## src/rtl/inst_encoder.sv

```systemverilog
// MIPS-style instruction encoder: encodes requests into a 4-deep FIFO and drains
// them one at a time as instruction-memory writes at an auto-incrementing address.
module inst_encoder (
  input  logic        clk,
  input  logic        rst_n,
  input  logic        in_valid,
  output logic        in_ready,
  input  logic [2:0]  in_op,
  input  logic [4:0]  in_rs,
  input  logic [4:0]  in_rt,
  input  logic [4:0]  in_rd,
  input  logic [5:0]  in_funct,
  input  logic [15:0] in_imm,
  input  logic [25:0] in_target,
  input  logic        cfg_load,
  input  logic [31:0] cfg_addr,
  output logic        mem_we,
  output logic [31:0] mem_addr,
  output logic [31:0] mem_wdata,
  input  logic        mem_ack,
  output logic [2:0]  count,
  output logic        busy,
  output logic        err
);

  typedef enum logic {IDLE, WRITE} state_e;

  state_e           state_q;
  logic [3:0][31:0] fifo_q;
  logic [1:0]       head_q, tail_q;
  logic [2:0]       count_q;
  logic [31:0]      wptr_q, addr_q, wdata_q;
  logic             we_q, err_q;

  logic [31:0] enc_d;
  logic        legal_d, accept, push, pop;

  always_comb begin
    enc_d   = 32'd0;
    legal_d = 1'b1;
    case (in_op)
      3'd0:    enc_d = {6'h00, in_rs, in_rt, in_rd, 5'd0, in_funct};
      3'd1:    enc_d = {6'h23, in_rs, in_rt, in_imm};
      3'd2:    enc_d = {6'h2b, in_rs, in_rt, in_imm};
      3'd3:    enc_d = {6'h04, in_rs, in_rt, in_imm};
      3'd4:    enc_d = {6'h02, in_target};
      default: legal_d = 1'b0;
    endcase
  end

  assign in_ready = (count_q != 3'd4);
  assign accept   = in_valid && in_ready;
  assign push     = accept && legal_d;
  // mem_ack only counts while a write is outstanding
  assign pop      = (state_q == WRITE) && mem_ack;

  always_ff @(posedge clk or negedge rst_n) begin
    if (!rst_n) begin
      state_q <= IDLE;
      fifo_q  <= '0;
      head_q  <= 2'd0;
      tail_q  <= 2'd0;
      count_q <= 3'd0;
      wptr_q  <= 32'd0;
      addr_q  <= 32'd0;
      wdata_q <= 32'd0;
      we_q    <= 1'b0;
      err_q   <= 1'b0;
    end else begin
      if (push) begin
        fifo_q[tail_q] <= enc_d;
        tail_q         <= tail_q + 2'd1;
      end
      if (accept && !legal_d) err_q <= 1'b1;
      count_q <= count_q + {2'b00, push} - {2'b00, pop};

      case (state_q)
        IDLE: begin
          if (count_q != 3'd0) begin
            state_q <= WRITE;
            we_q    <= 1'b1;
            addr_q  <= wptr_q;
            wdata_q <= fifo_q[head_q];
          end else if (cfg_load && !push) begin
            wptr_q <= {cfg_addr[31:2], 2'b00};
          end
        end
        WRITE: begin
          if (mem_ack) begin
            state_q <= IDLE;
            we_q    <= 1'b0;
            wptr_q  <= wptr_q + 32'd4;
            head_q  <= head_q + 2'd1;
          end
        end
        default: state_q <= IDLE;
      endcase
    end
  end

  assign mem_we    = we_q;
  assign mem_addr  = addr_q;
  assign mem_wdata = wdata_q;
  assign count     = count_q;
  assign busy      = (state_q == WRITE) || (count_q != 3'd0);
  assign err       = err_q;

endmodule

```

## config.mk

```make
export PLATFORM = sky130hd
export DESIGN_NAME = inst_encoder
export DESIGN_NICKNAME = d
export VERILOG_FILES = /design/src/rtl/inst_encoder.sv
export SDC_FILE = /design/constraint.sdc
export NUM_CORES = 1
export LEC_CHECK = 0
export ABC_CLOCK_PERIOD_IN_PS = 3000
export CORE_UTILIZATION = 53
export DETAILED_ROUTE_END_ITERATION = 6
export PLACE_DENSITY = 0.87
export SETUP_SLACK_MARGIN = 0.15
export SLEW_MARGIN = 5
export SYNTH_ARGS = -nofsm -noshare
export SYNTH_HDL_FRONTEND = slang
export SYNTH_SLANG_ARGS = --single-unit
```

## constraint.sdc

```tcl
create_clock -name clk -period 3 [get_ports clk]
set_input_delay 0.45 -clock clk [delete_from_list [all_inputs] [get_ports clk]]
set_output_delay 0.45 -clock clk [all_outputs]
set_load 0.02 [all_outputs]
```

Yosys cells after proc, flatten, opt, wreduce, memory -nomap -nowiden. Cells that the tools add are included.

Logic and storage cells: 64. Bits in registers: 234. Input bits: 103. Output and inout bits: 71.

Muxes and demuxes: 17. Equality and inequality tests: 9. Reductions and logical operators: 16. Bitwise gates (word level): 1. $add $sub $neg: 5. $lt $le $gt $ge: 3.

Operator list (count): two-way mux 32 bit (5); case mux 32 bit (5 select lines) (1); bitwise mux 128 bit (1); binary-select mux 32 bit (select 2 bit) (1); demux 32 bit (select 2 bit) (1); case mux 32 bit (2 select lines) (1); adder 32 x 3 -> 32 bit (second input constant) (1); inequality test 2 bit (second input constant) (4); equality test 3 x 2 -> 1 bit (second input constant) (2); logical AND 1 bit (6); < comparator 2 x 3 -> 1 bit (second input constant) (2); AND reduction 2 bit (3); two-way mux 1 bit (5); OR reduction 5 bit (1); adder 2 x 1 -> 2 bit (second input constant) (2); case mux 1 bit (2 select lines) (2); adder 3 x 1 -> 3 bit (1); equality test 3 x 1 -> 1 bit (second input constant) (1); equality test 3 bit (second input constant) (1); zero test 3 bit (1); inequality test 3 bit (second input constant) (1); AND reduction 3 bit (1); nonzero test 3 bit (1); subtractor 3 x 1 -> 3 bit (1); other kinds (4) (5).

Longest topological paths before layout.
Word-level depth: 9. Depth in mapped cells: 10. Gate-level depth less buffers: 9.

Worst setup path after synthesis. Ideal clock, no wire load.

Path kind: input port to flip-flop. Start: in in_op[1]. End: reg count_q[2] (netlist: count[2]). Stages on the path: 10. Library setup time: 0.123 ns. Setup slack: 0.351 ns. Data required time: 2.877 ns. Arrival time: 2.526 ns. Buffers on the path: 1. Path through: buf_2 o21a_1 nor3b_4 inv_1 ha_1 inv_1 ha_1 fa_1 xnor2_1 xnor2_1.

Longest elaborated chain between the ends: 6. Elaborated cells on any way between the ends: 10. Those cells by class: add/sub: 2; eq/ne: 4; mux: 1; reduce/logical: 3.

Ends and longest elaborated chain: start, declared (line 8) `input logic [2:0] in_op,`; equality test 3 bit, or another cell as far along (line 41) `case (in_op)`; OR reduction 5 bit (no line) (*); two-way mux 1 bit (*) (line 41); logical AND 1 bit (*) (line 53) `assign push = accept && legal_d;`; adder 3 x 1 -> 3 bit (*) (line 75) `count_q <= count_q + {2'b00, push} - {2'b00, pop};`; subtractor 3 x 1 -> 3 bit (*) (line 75); end signal, assigned (line 75); end, declared (line 31) `logic [2:0] count_q;`.

Every way passes the cells marked *; elsewhere a longest branch is shown, timed or not. A chain may end at the register's enable or synchronous reset.

Worst setup path after layout.
Start: reg count_q[0] (netlist: count[0]). End: out busy.

Longest elaborated chain between the ends: 2.

Ends and longest elaborated chain: nonzero test 3 bit (line 105) `assign busy = (state_q == WRITE) || (count_q != 3'd0);`; logical OR 1 bit (line 105); end, declared (line 22) `output logic busy,`.

No other way between the ends.

==> impl_metrics.env <==
export IMPL_hpwl_um=16260
export IMPL_gp_congestion=0.8435
export IMPL_ios=174
export IMPL_ant_nets=0
export IMPL_async_flop_share_pct=100.0
export IMPL_fillerInstances=1324
export IMPL_grt_util_all_layers_pct=25.89
export IMPL_synth_top_area_cell="dfrtp_1"
export IMPL_fin_hold_ws_ns=0.4766
export IMPL_crit_fanout=5
export IMPL_slew_violations=0
export IMPL_max_slew_margin_pct=47.15
export IMPL_die_w_um=140.6
export IMPL_reg2reg_to="fifo_q[41]$_DFFE_PN0P_"
export IMPL_num_rows=50
export IMPL_slowest_stage="clkdlybuf4s50_1"
export IMPL_finalSetupViolCount=0
export IMPL_worstRegToRegCells=7
export IMPL_yosys_top_cells_count="dfrtp_1, nand2_1, o21ai_0"
export IMPL_drive_above_1_share_pct=16.16
export IMPL_yosysUniqueCellTypes=51
export IMPL_h_tree_depth=1
export IMPL_reg2reg_from="count[0]$_DFF_PN0_"
export IMPL_skew_ns=0.01418
export IMPL_clock_sinks=220
export IMPL_instances_no_fill=1317
export IMPL_status="finished, final reports clean"
export IMPL_clk_latency_ns=0.50
export IMPL_dr_total_vias=7941
export IMPL_dp_cells=1278
export IMPL_yosysWarnings=0
export IMPL_cap_viol_max_count=0
export IMPL_coreArea_mm2=0.01877
export IMPL_cp_depth=3
export IMPL_tightest_slew_ns=0.7867
export IMPL_critPathBufInv=2
export IMPL_reg2reg_slack_ns=0.66
export IMPL_fin_crit_sh_pct=83.96
export IMPL_multi_input_area_mm2=0.004302
export IMPL_arrival_ns=2.07
export IMPL_path_cells="nor4_2, inv_1, clkdlybuf4s50_1"
export IMPL_slowest_delay_ns=0.56
export IMPL_viasPerCell=6.030
export IMPL_seqCellArea_mm2=0.005507
export IMPL_rsz0062_at_grt="false"
export IMPL_wl_per_cell_um=18.99
export IMPL_ys_top_cells_by_area="dfrtp_1, mux2_2, mux4_2"
export IMPL_io_buffers=168
export IMPL_power_density_mw_per_mm2=995.0
export IMPL_postSynthCellCount=919
export IMPL_synth_ff_type="dfrtp_1"
export IMPL_cp_end_kind="output pin"
export IMPL_power_w=0.01271
export IMPL_synth_top_area_share_pct=54.07
export IMPL_post_place_ws_ns=0.1932
export IMPL_ir_drop_v=0.0005304
export IMPL_die_area_mm2=0.01977
export IMPL_period_needed_ns=2.519
export IMPL_tns_ns=0
export IMPL_area_delta_synth_final_pct=25.44
export IMPL_grt_pass1_vias=8042
export IMPL_synth_compound_area_share_pct=12.89
export IMPL_layout_nets=1180
export IMPL_holdPathEnd="fifo_q[98]$_DFFE_PN0P_"
export IMPL_drt_pass1_iterations=6
export IMPL_synth_mux_area_share_pct=15.24
export IMPL_synth_edf_count=0
export IMPL_initial_utilization_pct=54.25
export IMPL_yosys_area_share_simple_pct=12.14
export IMPL_crit_required_ns=2.55
export IMPL_synth_adder_area_share_pct=1.057
export IMPL_post_cts_buffers=0
export IMPL_gr_total_overflow=0
export IMPL_hold_viol=0
export IMPL_min_from="fifo_q[98]$_DFFE_PN0P_"
export IMPL_grt_max_degree=80
export IMPL_cts_path_max_buffers=3
export IMPL_fin_ws_ns=0.4813
export IMPL_grt_pass1_wl_um=40610
export IMPL_drc=0
export IMPL_startpoint_type="register"
export IMPL_yosysMostFrequentCell="dfrtp_1"
export IMPL_antenna_found_initial=0
export IMPL_clk_pin_slew_ns=0.06
export IMPL_critPathKind="reg2out"
export IMPL_syn_area_per_cell_um2=11.08
export IMPL_seq_area_frac_synth_pct=54.07
export IMPL_drt_wl_total_um=25010
export IMPL_netlist_area_mm2=0.01018
export IMPL_numCtsBuffers=22
export IMPL_synth_seq_cells=220
export IMPL_hold_path_class="reg2reg"
export IMPL_die_y_um=140.6
export IMPL_min_delay_path_depth=2
export IMPL_tritoncts="yes"
export IMPL_static_leakage_power_nw=5.526
export IMPL_max_freq_mhz=397.0
export IMPL_insertedDiodeCount=0
export IMPL_cts_root_buf="clkbuf_16"
export IMPL_critical_path_top_delay_family="buffers and inverters"
export IMPL_synthXorXnorAreaFrac_pct=0.6022
export IMPL_drtIter0Drc=467
export IMPL_synth_top_family_by_area="multiplexers"
==> layout by cell type (no fill, tap or decap), types with 3 or more instances in the layout <==
cell type | synthesis | routed
conb_1 | 1 | 3
nor4_1 | 5 | 4
mux2_2 | 60 | 60
nand4_1 | 8 | 8
a31oi_1 | 26 | 26
nor3_1 | 12 | 12
mux2_4 | 4 | 4
nand2_4 | 4 | 4
inv_1 | 12 | 12
o21ai_0 | 120 | 120
clkdlybuf4s50_1 | 0 | 166
xnor2_1 | 6 | 6
buf_12 | 0 | 4
clkinv_2 | 0 | 3
nand2_1 | 151 | 151
o22ai_1 | 14 | 14
nor2_1 | 18 | 16
and3_1 | 3 | 3
mux4_2 | 30 | 30
clkbuf_1 | 47 | 6
or3_1 | 10 | 10
and4_1 | 4 | 4
mux2i_1 | 14 | 14
o221a_2 | 3 | 3
clkbuf_16 | 0 | 23
nor3b_1 | 6 | 6
buf_4 | 4 | 21
nand3_1 | 10 | 10
nand2b_1 | 4 | 4
a21oi_1 | 34 | 34
dfrtp_1 | 220 | 219
o21ai_1 | 25 | 25
ha_1 | 7 | 7
clkbuf_8 | 0 | 6
nor2b_1 | 10 | 10
==> through the flow <==
| step | util, % | instance area [um2] |
|---|---|---|
| floorplan | - | 10190 |
| global placement | 64.25 | 12060 |
| detailed placement | 64.25 | 12060 |
| CTS | 68.01 | 12760 |
| global route | 68.05 | 12770 |
| finish | 68.05 | 12770 |
==> cell families (layout without fill, tap and decap cells) <==
group,after synthesis,in the layout
buffers and inverters,82,244
AOI/OAI and AO/OA,237,237
adders and majority gates,8,8
DFF,220,220
and+or+nand+nor,256,256
muxes,108,108
other,1,3
xor gates and xnor gates,7,7
==> worst min-delay path: cells and delay by family, from the launching register on <==
family / cells / cell delay [ns]
AO/OA/AOI/OAI: 1 / 0.06
AND/OR/NAND/NOR: 1 / 0.05
flip-flops: 1 / 0.34
==> power breakdown <==
part	total [W]	leakage [nW]	switching, W	internal, W
Sequential	0.00529	2.83	0.00102	0.00427
Clock	0.00265	0.345	0.00110	0.00155
Combinational	0.00476	2.35	0.00231	0.00246
Total	0.0127	5.53	0.00444	0.00827
==> per-layer routing <==
layer  GRT usage [%]  wire length, um  vias to the layer above
li1                -                -                     3584
met1           33.01             9852                     3943
met2           45.14            12600                      363
met3           4.450             1950                       51
met4           8.352              604                        0
met5               0                0                        -
==> worst max path at each step <==
stage | end | startpoint
4_1_cts | busy | count[0]$_DFF_PN0_
6_report | busy | count[0]$_DFF_PN0_
5_1_grt | busy | count[0]$_DFF_PN0_
3_3_place_gp | count[2]$_DFF_PN0_ | in_op[0]
3_5_place_dp | count[2]$_DFF_PN0_ | in_op[0]
2_1_floorplan | count[2]$_DFF_PN0_ | in_op[1]
==> cell type report <==
| class | count | share of cell area [%] |
|---|---|---|
| clock inverters | 3 | 0.1176 |
| flip-flops and latches | 220 | 43.12 |
| repair buffers | 194 | 15.11 |
| inverters | 12 | 0.3527 |
| clock buffers | 35 | 5.330 |
| well taps | 234 | 2.293 |
| multi-input cells | 619 | 33.68 |
==> state kept, by name, indices dropped and copies added (netlist names) <==
name / count
mem_wdata: 30
count: 3
wptr_q: 30
head_q: 2
err: 1
mem_addr: 30
fifo_q: 120
mem_we: 1
tail_q: 2
state_q: 1
==> repair_timing <==
action | CTS | global route
resized for setup | 0 | 1
endpoints found under the hold margin | 74 | 0
hold buffers | 1 | 0
setup endpoints to repair | 0 | 1
(Power assumes the default switching activity.)
